## src/rtl/pc_unit.sv

```systemverilog
// Program counter with sequential/branch/jump/call/return next-address selection
// and a circular return-address stack that keeps the newest RAS_DEPTH entries.
module pc_unit #(
  parameter int               WIDTH        = 32,
  parameter logic [WIDTH-1:0] RESET_VECTOR = {WIDTH{1'b0}},
  parameter int               INC          = 4,
  parameter int               RAS_DEPTH    = 4
) (
  input  logic                           clk,
  input  logic                           rst,
  input  logic                           stall,
  input  logic [2:0]                     mode,
  input  logic [WIDTH-1:0]               target,
  input  logic [WIDTH-1:0]               offset,
  output logic [WIDTH-1:0]               currentAddress,
  output logic [$clog2(RAS_DEPTH+1)-1:0] rasCount,
  output logic                           rasOverflow,
  output logic                           rasUnderflow,
  output logic                           misaligned
);

  localparam int               PW      = (RAS_DEPTH > 1) ? $clog2(RAS_DEPTH) : 1;
  localparam int               CW      = $clog2(RAS_DEPTH + 1);
  localparam logic [WIDTH-1:0] INC_W   = WIDTH'(INC);
  localparam logic [CW-1:0]    DEPTH_C = CW'(RAS_DEPTH);
  localparam logic [PW-1:0]    LAST_C  = PW'(RAS_DEPTH - 1);

  logic [WIDTH-1:0] pc_r, pc_nxt_s, seq_s;
  logic [WIDTH-1:0] ras_mem_r [RAS_DEPTH];
  logic [PW-1:0]    ptr_r, ptr_nxt_s, ptr_inc_s, ptr_dec_s;
  logic [CW-1:0]    cnt_r, cnt_nxt_s;
  logic             ovf_r, ovf_nxt_s, unf_r, unf_nxt_s, push_s;

  // ptr_r is the slot the next push writes; it wraps so a full stack overwrites its oldest entry
  assign seq_s     = pc_r + INC_W;
  assign ptr_inc_s = (ptr_r == LAST_C) ? {PW{1'b0}} : ptr_r + PW'(1);
  assign ptr_dec_s = (ptr_r == {PW{1'b0}}) ? LAST_C : ptr_r - PW'(1);

  // Next-address and stack bookkeeping selection
  always_comb begin
    pc_nxt_s  = pc_r;
    ptr_nxt_s = ptr_r;
    cnt_nxt_s = cnt_r;
    ovf_nxt_s = ovf_r;
    unf_nxt_s = unf_r;
    push_s    = 1'b0;
    if (stall) begin
      pc_nxt_s  = pc_r;
      ptr_nxt_s = ptr_r;
      cnt_nxt_s = cnt_r;
    end else begin
      case (mode)
        3'd0: pc_nxt_s = seq_s;
        3'd1: pc_nxt_s = pc_r + offset;
        3'd2: pc_nxt_s = target;
        3'd3: begin
          push_s    = 1'b1;
          pc_nxt_s  = target;
          ptr_nxt_s = ptr_inc_s;
          if (cnt_r == DEPTH_C) begin
            ovf_nxt_s = 1'b1;
          end else begin
            cnt_nxt_s = cnt_r + CW'(1);
          end
        end
        3'd4: begin
          if (cnt_r != {CW{1'b0}}) begin
            pc_nxt_s  = ras_mem_r[ptr_dec_s];
            ptr_nxt_s = ptr_dec_s;
            cnt_nxt_s = cnt_r - CW'(1);
          end else begin
            pc_nxt_s  = seq_s;
            unf_nxt_s = 1'b1;
          end
        end
        default: pc_nxt_s = seq_s;
      endcase
    end
  end

  // PC, stack pointer, count and sticky flags
  always_ff @(posedge clk) begin
    if (rst) begin
      pc_r  <= RESET_VECTOR;
      ptr_r <= {PW{1'b0}};
      cnt_r <= {CW{1'b0}};
      ovf_r <= 1'b0;
      unf_r <= 1'b0;
    end else begin
      pc_r  <= pc_nxt_s;
      ptr_r <= ptr_nxt_s;
      cnt_r <= cnt_nxt_s;
      ovf_r <= ovf_nxt_s;
      unf_r <= unf_nxt_s;
    end
  end

  // Return-address storage; contents are meaningless after reset
  always_ff @(posedge clk) begin
    if (!rst && push_s) begin
      ras_mem_r[ptr_r] <= seq_s;
    end
  end

  assign currentAddress = pc_r;
  assign rasCount       = cnt_r;
  assign rasOverflow    = ovf_r;
  assign rasUnderflow   = unf_r;
  assign misaligned     = |(pc_r & (INC_W - WIDTH'(1)));

endmodule

```

## config.mk

```make
export PLATFORM = sky130hd
export DESIGN_NAME = pc_unit
export DESIGN_NICKNAME = d
export VERILOG_FILES = /design/src/rtl/pc_unit.sv
export SDC_FILE = /design/constraint.sdc
export NUM_CORES = 1
export LEC_CHECK = 0
export CORE_MARGIN = 2
export CORE_UTILIZATION = 50
export CTS_BUF_LIST = sky130_fd_sc_hd__clkbuf_4 sky130_fd_sc_hd__clkbuf_8
export DETAILED_ROUTE_END_ITERATION = 7
export PLACE_DENSITY = 0.77
export SLEW_MARGIN = 10
export SYNTH_ARGS = -nofsm -noshare
export SYNTH_HDL_FRONTEND = slang
export SYNTH_SLANG_ARGS = --single-unit
```

## constraint.sdc

```tcl
create_clock -name clk -period 4.3 [get_ports clk]
set_input_delay 0.43 -clock clk [delete_from_list [all_inputs] [get_ports clk]]
set_output_delay 0.43 -clock clk [all_outputs]
set_load 0.01 [all_outputs]
```

---- After elaboration in Yosys (flattened, before gate mapping) ----
Memories as Yosys holds them, arrays and structs flattened.
Cells that the tools add are included.
cells by class
  add/subtract/negate cells ............... 6
  multipliers ............................. 0
  divide/modulo/power cells ............... 0
  $lt $le $gt $ge ......................... 0
  eq/ne operators ......................... 8
  shifts and indexed selects .............. 0
  mux-type cells .......................... 13
  bitwise gates (word level) .............. 2
  reduce and logical (&&, ||, !) cells .... 11
operators by type and width
  cell                   number
  $pmux 32 s3            1
  $add 32x3->32 const B  1
  $add 32x32->32         1
  $mux 32                1
  $reduce_and 3->1       3
  $eq 3x2->1 const B     2
  $eq 3x3->1 const B     2
  $mux 2                 3
  $mux 3                 2
  $pmux 3 s2             1
  $mux 1                 4
  $ne 2x2->1 const B     2
  $pmux 2 s2             1
  $reduce_and 4->1       1
  $reduce_or 2->1        2
  $add 3x1->3 const B    1
  $eq 3x1->1 const B     1
  $reduce_bool 3->1      1
  $sub 3x1->3 const B    1
  $add 2x1->2 const B    1
  $eq 2x2->1 const B     1
  $logic_not 2->1        1
  $not 1->1              2
  $reduce_bool 2->1      1
  other kinds (3)        3
word-level totals
  bits in registers ....................... 39
  bits in latches ......................... 0
  bits in writable memories ............... 128
  ROM bits ................................ 0
  word-level logic and storage cells ...... 46
  memories ................................ 1
memories
  name       words  width  read ports  clocked after memory_dff  write ports  RTL line  text
  ras_mem_r  4      32     1           0                         1            29        logic [WIDTH-1:0] ras_mem_r [RAS_DEPTH];

---- Logic depth before layout (Yosys ltp) ----
Gate-level depths: netlist of run 1.
  depth after elaboration ................. 6
  mapped depth ............................ 11
  gate-level depth less buffers ........... 11

---- Worst setup path after synthesis of run 1 ----
Ideal clock, no wire load.
  path kind ............................... input port to flip-flop
  start ................................... in offset[0]
  end ..................................... reg pc_r[24], in the netlist currentAddress[24]
  library setup time ...................... 86 ps
  arrival ................................. 2419 ps
  required time ........................... 4214 ps
  path slack .............................. 1795 ps
  cell stages on the path ................. 11
  cells stage by stage .................... ha_1 -> inv_1 -> fa_1 -> nor2b_1 -> o2111ai_1 -> a211oi_2 -> o21ai_1 -> a31oi_4 -> xor2_1 -> nand2_1 -> a221oi_2
between the ends
  cells in the longest elaborated chain, start to end .. 2
ends and longest elaborated chain
  item                  RTL line  text
  start, declared       14        input logic [WIDTH-1:0] offset,
  $add 32x32->32        54        3'd1: pc_nxt_s = pc_r + offset;
  $pmux 32 s3           52        case (mode)
  end signal, assigned  90        pc_r <= pc_nxt_s;
  end, declared         28        logic [WIDTH-1:0] pc_r, pc_nxt_s, seq_s;
No other way between the ends.
A chain may end at the register's enable or synchronous reset.

---- Final worst setup path of run 1 ----
  start ................................... reg pc_r[0], in the netlist currentAddress[0]
  end ..................................... reg pc_r[24], in the netlist currentAddress[24]
between the ends
  cells in the longest elaborated chain, start to end .. 3
  elaborated cells on any way between the ends .. 4
  classes of those cells .................. add/sub (2); mux (2)
ends and longest elaborated chain
  item             RTL line  text
  $add 32x3->32    35        assign seq_s = pc_r + INC_W;
  $mux 32          67        if (cnt_r != {CW{1'b0}}) begin
  $pmux 32 s3 (*)  52
Mark *: on every way between the ends. The rest lies on a longest branch, timed or not.

==> results.tsv, run 1 <==
stage	metric	value	unit
outcome	status	complete, no violations	
critical_path	startpoint_type	register	
critical_path	regToRegSetupSlack	1.27	ns
logic_synthesis	yosysTopAreaCell	edfxtp_1	
floorplanning	die-area	19820	um^2
timing	whs	0.4945	ns
clock_tree	cts.path.max_buffers	2	
floorplanning	ioPinCount	108	
clock_tree	ctsResizeCount	0	
placed_design	io_buffers	107	
timing	setup_tns	0	ns
critical_path	worstPathRequired	4.68	ns
clock_tree	cts_tree	yes	
logic_synthesis	ys_warn_count	0	
floorplanning	die_h	140.8	um
critical_path	crit_slowest_cell	dfxtp_1	
logic_synthesis	ys_ff_latch	167	
logic_synthesis	netlist_instances	782	
power	power.leakage	3.864	nW
clock_tree	cts_hold_buf	0	
logic_synthesis	synthDominantCellAreaShare	0.4109	
grt	grt_pass1_vias	6918	
power	p_int	0.002573	W
logic_synthesis	yosysMostFrequentCell	edfxtp_1	
cells_and_area	multi_input_area	4373	um^2
grt	antenna_found_initial	0	
timing	fmax	0.3300	GHz
critical_path	cp_max_fo	8	
clock_tree	insertion_delay	0.46	ns
detailed_routing	vias_per_cell	6.279	
grt	gr-total-overflow	0	
critical_path	cp-endpoint	currentAddress[24]	
floorplanning	initial_core_util	0.5052	
clock_tree	cts_buffers	17	
logic_synthesis	syn-num-nets	890	
critical_path	cp_cell_sequence	ha_1, inv_1, fa_1, nor2b_1, o2111ai_1, a211oi_2, o21ai_1, a31oi_4, xor2_1, nand2_1, a221oi_2	
timing	final.setup.worst_slack	1.269	ns
clock_tree	path_clk_slew	0.10	ns
timing	setup_viol	0	
hold_path	min_from	rasUnderflow	
timing	period_minus_slack	3.031	ns
logic_synthesis	syn_area_per_cell	11.96	um^2
timing	hold_violations	0	
grt	grt_pass1_wl	38.14	mm
detailed_routing	dr_total_vias	7083	
power	netSwitchingPower	0.001047	W
timing	drv_slew	0	
floorplanning	die_w	140.8	um
timing	finClkSkew	0.01235	ns
critical_path	rr_endpoint	currentAddress[24]	
placed_design	hpwl	16.94	mm
detailed_routing	postRouteAntennaNets	0	
power	powerDensity	330.6	nW/um^2
timing	finalCritPeriodShare	0.7048	
clock_tree	clock_sinks	167	
cells_and_area	fillers	1507	
critical_path	worst_setup_path_end_kind	register	
cells_and_area	drive_gt1_frac	0.1275	
grt	grt.total_usage	0.2534	
clock_tree	root_buffer	clkbuf_8	
flow_run	drv_cap	0	
hold_path	hp-class	register to register	
critical_path	rr_startpoint	currentAddress[0]	
logic_synthesis	synthTopCellsByCount	128 x edfxtp_1, 51 x nand2_1, 50 x a21oi_1, 47 x nor2_1, 39 x dfxtp_1	
clock_tree	htree_levels	4	
detailed_routing	routed_wl	24.82	mm
power	swShare	0.2892	
timing	worstMarginPinSlew	1.005	ns
logic_synthesis	synth_edf_count	128	
detailed_routing	drt_iter0_markers	692	
power	power_frac_seq	0.506	
cells_and_area	antennaDiodeCount	0	
cells_and_area	register_area	4624	um^2
critical_path	critPathKind	register to register	
detailed_routing	firstDrtPassIters	5	
power	pwr-share-comb	0.188	
clock_tree	post_cts_buffers	0	
critical_path	cp-startpoint	currentAddress[0]	
power	fin_total_pwr	0.003620	W
power	peakVddDrop	228.7	uV
floorplanning	core_area	18520	um^2
cells_and_area	area_delta_synth_final	17.04	%
cells_and_area	nNetsFinal	989	
floorplanning	rows	50	
critical_path	slowest_delay	0.46	ns
placed_design	gp_congestion	0.9510	
logic_synthesis	syn_area	9355	um^2
critical_path	r2r_cells	11	
grt	grt_max_degree	42	
placed_design	post-place-ws	0.8909	ns
detailed_routing	drc	0	
power	p_clk_frac	0.306	
logic_synthesis	synth.distinct_cells	79	
timing	rsz0062_at_grt	false	
logic_synthesis	synth_area_leaders	edfxtp_1 41%, dfxtp_1 8.3%, mux4_2 7.7%	
logic_synthesis	yosysSeqAreaShare	0.4943	
timing	slew-limit-headroom	0.3283	
logic_synthesis	synth-async-reset-ratio	0	
critical_path	arrival	3.41	ns
detailed_routing	wire_per_inst	22.01	um
logic_synthesis	synth_flop_cell	edfxtp_1	
-- state kept, by name, summed over array words and instances (netlist names) --
| register | flops |
|---|---|
| rasCount | 3 |
| rasOverflow | 1 |
| currentAddress | 32 |
| rasUnderflow | 1 |
| ras_mem_r | 128 |
| ptr_r | 2 |
-- cells by family (layout without fill, tap and decap cells) --
logic type	count (synthesis)	after routing	share of synthesized area
AOI/OAI and AO/OA	186	186	0.1482
xor gates and xnor gates	53	53	0.05203
adders and majority gates	38	38	0.05243
buffers and inverters	68	180	0.03905
DFF	167	167	0.4943
muxes	32	32	0.07704
and+or+nand+nor	238	238	0.1370
-- layer usage --
| metal | track usage | part of all wire |
|---|---|---|
| met5 | 0 | 0 |
| met4 | 0.08579 | 0.023 |
| met3 | 0.05571 | 0.085 |
| met2 | 0.4123 | 0.48 |
| met1 | 0.3397 | 0.41 |
-- cell type report --
type,count,area share
flip-flops and latches,167,0.4224
multi-input cells,547,0.3994
repair buffers,121,0.1070
well taps,234,0.02674
clock buffers,19,0.02274
clock inverters,13,0.01257
inverters,27,0.009256
-- critical path: cells and delay by family, from the launching register on --
| family | cells | cell delay (ns) |
|---|---|---|
| AO/OA/AOI/OAI | 5 | 1.34 |
| buffers and inverters | 1 | 0.06 |
| XOR/XNOR | 1 | 0.16 |
| adder cells (fa/ha/maj) | 2 | 0.63 |
| flip-flops | 1 | 0.46 |
| AND/OR/NAND/NOR | 2 | 0.30 |
-- layout by cell type (no fill, tap or decap), drive strengths merged, types with 30 or more instances in the layout --
| cell | instances |
|---|---|
| inv | 33 |
| xnor2 | 39 |
| nor3 | 30 |
| nand2 | 51 |
| clkdlybuf4s50 | 106 |
| ha | 36 |
| edfxtp | 128 |
| a21oi | 51 |
| dfxtp | 39 |
| nor2 | 49 |
| mux4 | 32 |
-- metrics by stage --
stage                     utilization  instance area (um^2)  cells
after CTS                      0.5913                 10950   1128
after global routing           0.5913                 10950   1128
after global placement         0.5704                 10560   1096
after floorplan                     -                  9355    782
after detailed placement       0.5704                 10560   1096
final                          0.5913                 10950   1128
-- power groups by stage --
stage	clock network [W]	logic, W	registers [W]
finish	0.00111	0.000679	0.00183
CTS	0.00113	0.000671	0.00183
detailed placement	0	0.000667	0.00187
global route	0.00119	0.000737	0.00184
floorplan	0	0.000421	0.00186
global placement	0	0.000659	0.00187
-- worst min-delay path by stage --
stage / to / slack, ns / depth (start not counted)
floorplan: rasUnderflow / 0.50 / 2
global placement: rasOverflow / 0.46 / 2
detailed placement: rasUnderflow / 0.48 / 2
CTS: rasOverflow / 0.51 / 2
global route: rasUnderflow / 0.52 / 2
finish: rasUnderflow / 0.49 / 2
Note: power is estimated with default switching activity, not from simulation.
==> inputs of run 2 (changes only) <==
==> constraint.sdc (replaced) <==
create_clock -name clk -period 2.8 [get_ports clk]
set_input_delay 0.28 -clock clk [delete_from_list [all_inputs] [get_ports clk]]
set_output_delay 0.28 -clock clk [all_outputs]
set_load 0.01 [all_outputs]
==> results.tsv, run 2 (same netlist as run 1, synthesis figures left out) <==
stage	metric	value	unit	change
outcome	status	complete, no violations		
cells_and_area	antennaDiodeCount	0		unchanged
floorplanning	initial_core_util	0.5052		unchanged
detailed_routing	firstDrtPassIters	6		+1
clock_tree	path_clk_slew	0.10	ns	about the same
timing	slew-limit-headroom	0.4058		+0.07749
grt	gr-total-overflow	0		unchanged
timing	fmax	0.3723	GHz	+13%
clock_tree	clock_sinks	167		unchanged
grt	met2_usage	0.4208		+0.008472
timing	whs	0.4742	ns	-0.02031 ns
floorplanning	ioPinCount	108		unchanged
clock_tree	cts.path.max_buffers	2		unchanged
critical_path	arrival	3.06	ns	-0.35 ns
critical_path	critPathKind	register to register		
power	pwr-share-comb	0.204		+0.016
cells_and_area	utilization	0.6231		+0.03182
power	p_clk_frac	0.318		+0.012
critical_path	cp_max_fo	10		+2
grt	grt_pass1_vias	7213		+4.3%
timing	hold_violations	0		unchanged
power	p_int	0.004208	W	+64%
cells_and_area	final_cell_mix	128 x edfxtp_1, 106 x clkdlybuf4s50_1, 56 x buf_4		
detailed_routing	drc	0		unchanged
floorplanning	die_h	140.8	um	unchanged
timing	worstMarginPinSlew	0.8914	ns	-0.1139 ns
timing	finClkSkew	0.01620	ns	+0.003856 ns
power	swShare	0.2787		-0.01049
detailed_routing	routed_wl	25.95	mm	+4.5%
grt	use_met3	0.05435		-0.001359
clock_tree	root_buffer	clkbuf_8		
grt	antenna_found_initial	0		unchanged
critical_path	startpoint_type	register		
placed_design	io_buffers	107		unchanged
cells_and_area	fillers	1438		-4.6%
floorplanning	core_area	18520	um^2	unchanged
placed_design	gp_congestion	0.9558		+0.50%
clock_tree	cts_buffers	17		unchanged
clock_tree	cts_tree	yes		
critical_path	worstPathRequired	3.18	ns	-1.50 ns
floorplanning	rows	50		unchanged
grt	grt_pass1_wl	39.46	mm	+3.5%
timing	setup_viol	0		unchanged
timing	rsz0062_at_grt	false		
power	power_frac_seq	0.478		-0.028
power	power.leakage	4.171	nW	+7.9%
hold_path	hp-class	input pin to register		
detailed_routing	postRouteAntennaNets	0		unchanged
clock_tree	ctsResizeCount	0		unchanged
critical_path	worst_setup_path_end_kind	register		
clock_tree	htree_levels	4		unchanged
cells_and_area	final_common_cell	edfxtp_1		
grt	grt.total_usage	0.2624		+0.009021
placed_design	hpwl	17.99	mm	+6.2%
detailed_routing	wire_per_inst	21.97	um	-0.16%
clock_tree	cts_hold_buf	0		unchanged
clock_tree	post_cts_buffers	0		unchanged
power	netSwitchingPower	0.001626	W	+55%
grt	grt_max_degree	42		unchanged
power	powerDensity	505.5	nW/um^2	+53%
flow_run	drv_cap	0		unchanged
floorplanning	die_w	140.8	um	unchanged
cells_and_area	area_delta_synth_final	23.34	%	
cells_and_area	nNetsFinal	1042		+5.4%
grt	grt.busiest_layer	met2		
power	peakVddDrop	339.1	uV	+48%
detailed_routing	drt_iter0_markers	753		+8.8%
timing	finalCritPeriodShare	0.9593		+0.2545
grt	met1_usage	0.3476		+0.007876
detailed_routing	dr_total_vias	7380		+4.2%
cells_and_area	largest-register	ras_mem_r		
cells_and_area	largest_reg_flops	128		unchanged
timing	drv_slew	0		unchanged
detailed_routing	vias_per_cell	6.249		-0.48%
clock_tree	insertion_delay	0.47	ns	about the same
cells_and_area	drive_gt1_frac	0.1827		+0.05517
floorplanning	die-area	19820	um^2	unchanged
timing	period_minus_slack	2.686	ns	-0.3446 ns
run 2: power by group through the flow:
stage	registers (W)	logic (W)	clock network, W
after floorplan	0.00286	0.000646	0
after global placement	0.00284	0.00114	0
final	0.00279	0.00119	0.00185
after detailed placement	0.00284	0.00116	0
after global routing	0.00280	0.00128	0.00195
after CTS	0.00279	0.00117	0.00186
run 2: through the flow:
step,power (W),cells,worst slack (ns),TNS (ns),area [um^2]
2_1_floorplan,0.003505,782,0.3000,0,9355
3_3_place_gp,0.003988,1149,-0.2894,-1.745,11100
3_5_place_dp,0.004001,1149,-0.3476,-2.158,11100
4_1_cts,0.005819,1181,0.05917,0,11520
5_1_grt,0.006029,1181,0.005884,0,11540
6_report,0.005833,1181,0.1140,0,11540
run 2: path summary, 6_finish.rpt:
| check | from | endpoint | slack [ns] | depth (start not counted) |
|---|---|---|---|---|
| max reg2reg | ptr_r[0] | currentAddress[21] | 0.11 | 7 |
| min reg2reg | rasOverflow | rasOverflow | 0.50 | 2 |
| min | stall | currentAddress[27] | 0.47 | 2 |
| max | ptr_r[0] | currentAddress[21] | 0.11 | 7 |
run 2: layout make-up:
cell class	count	area (um^2)	share of cell area
repair buffers	174	1707	0.1479
multi-input cells	547	4393	0.3807
flip-flops and latches	167	4627	0.4010
clock inverters	13	168.9	0.01464
inverters	27	101.3	0.008783
well taps	234	292.8	0.02537
clock buffers	19	249.0	0.02158
run 2: critical path: stages (launching register included):
cell      delay [ns]
dfxtp_1         0.41
inv_2           0.09
ha_1            0.69
buf_4           0.22
mux4_2          0.28
a221oi_1        0.53
a21boi_1        0.14
a31o_2          0.23
run 2: per-layer routing:
metal	wire [um]	part of all wire
met5	0	0
met4	905	0.035
met3	2197	0.085
met2	12320	0.47
met1	10530	0.41
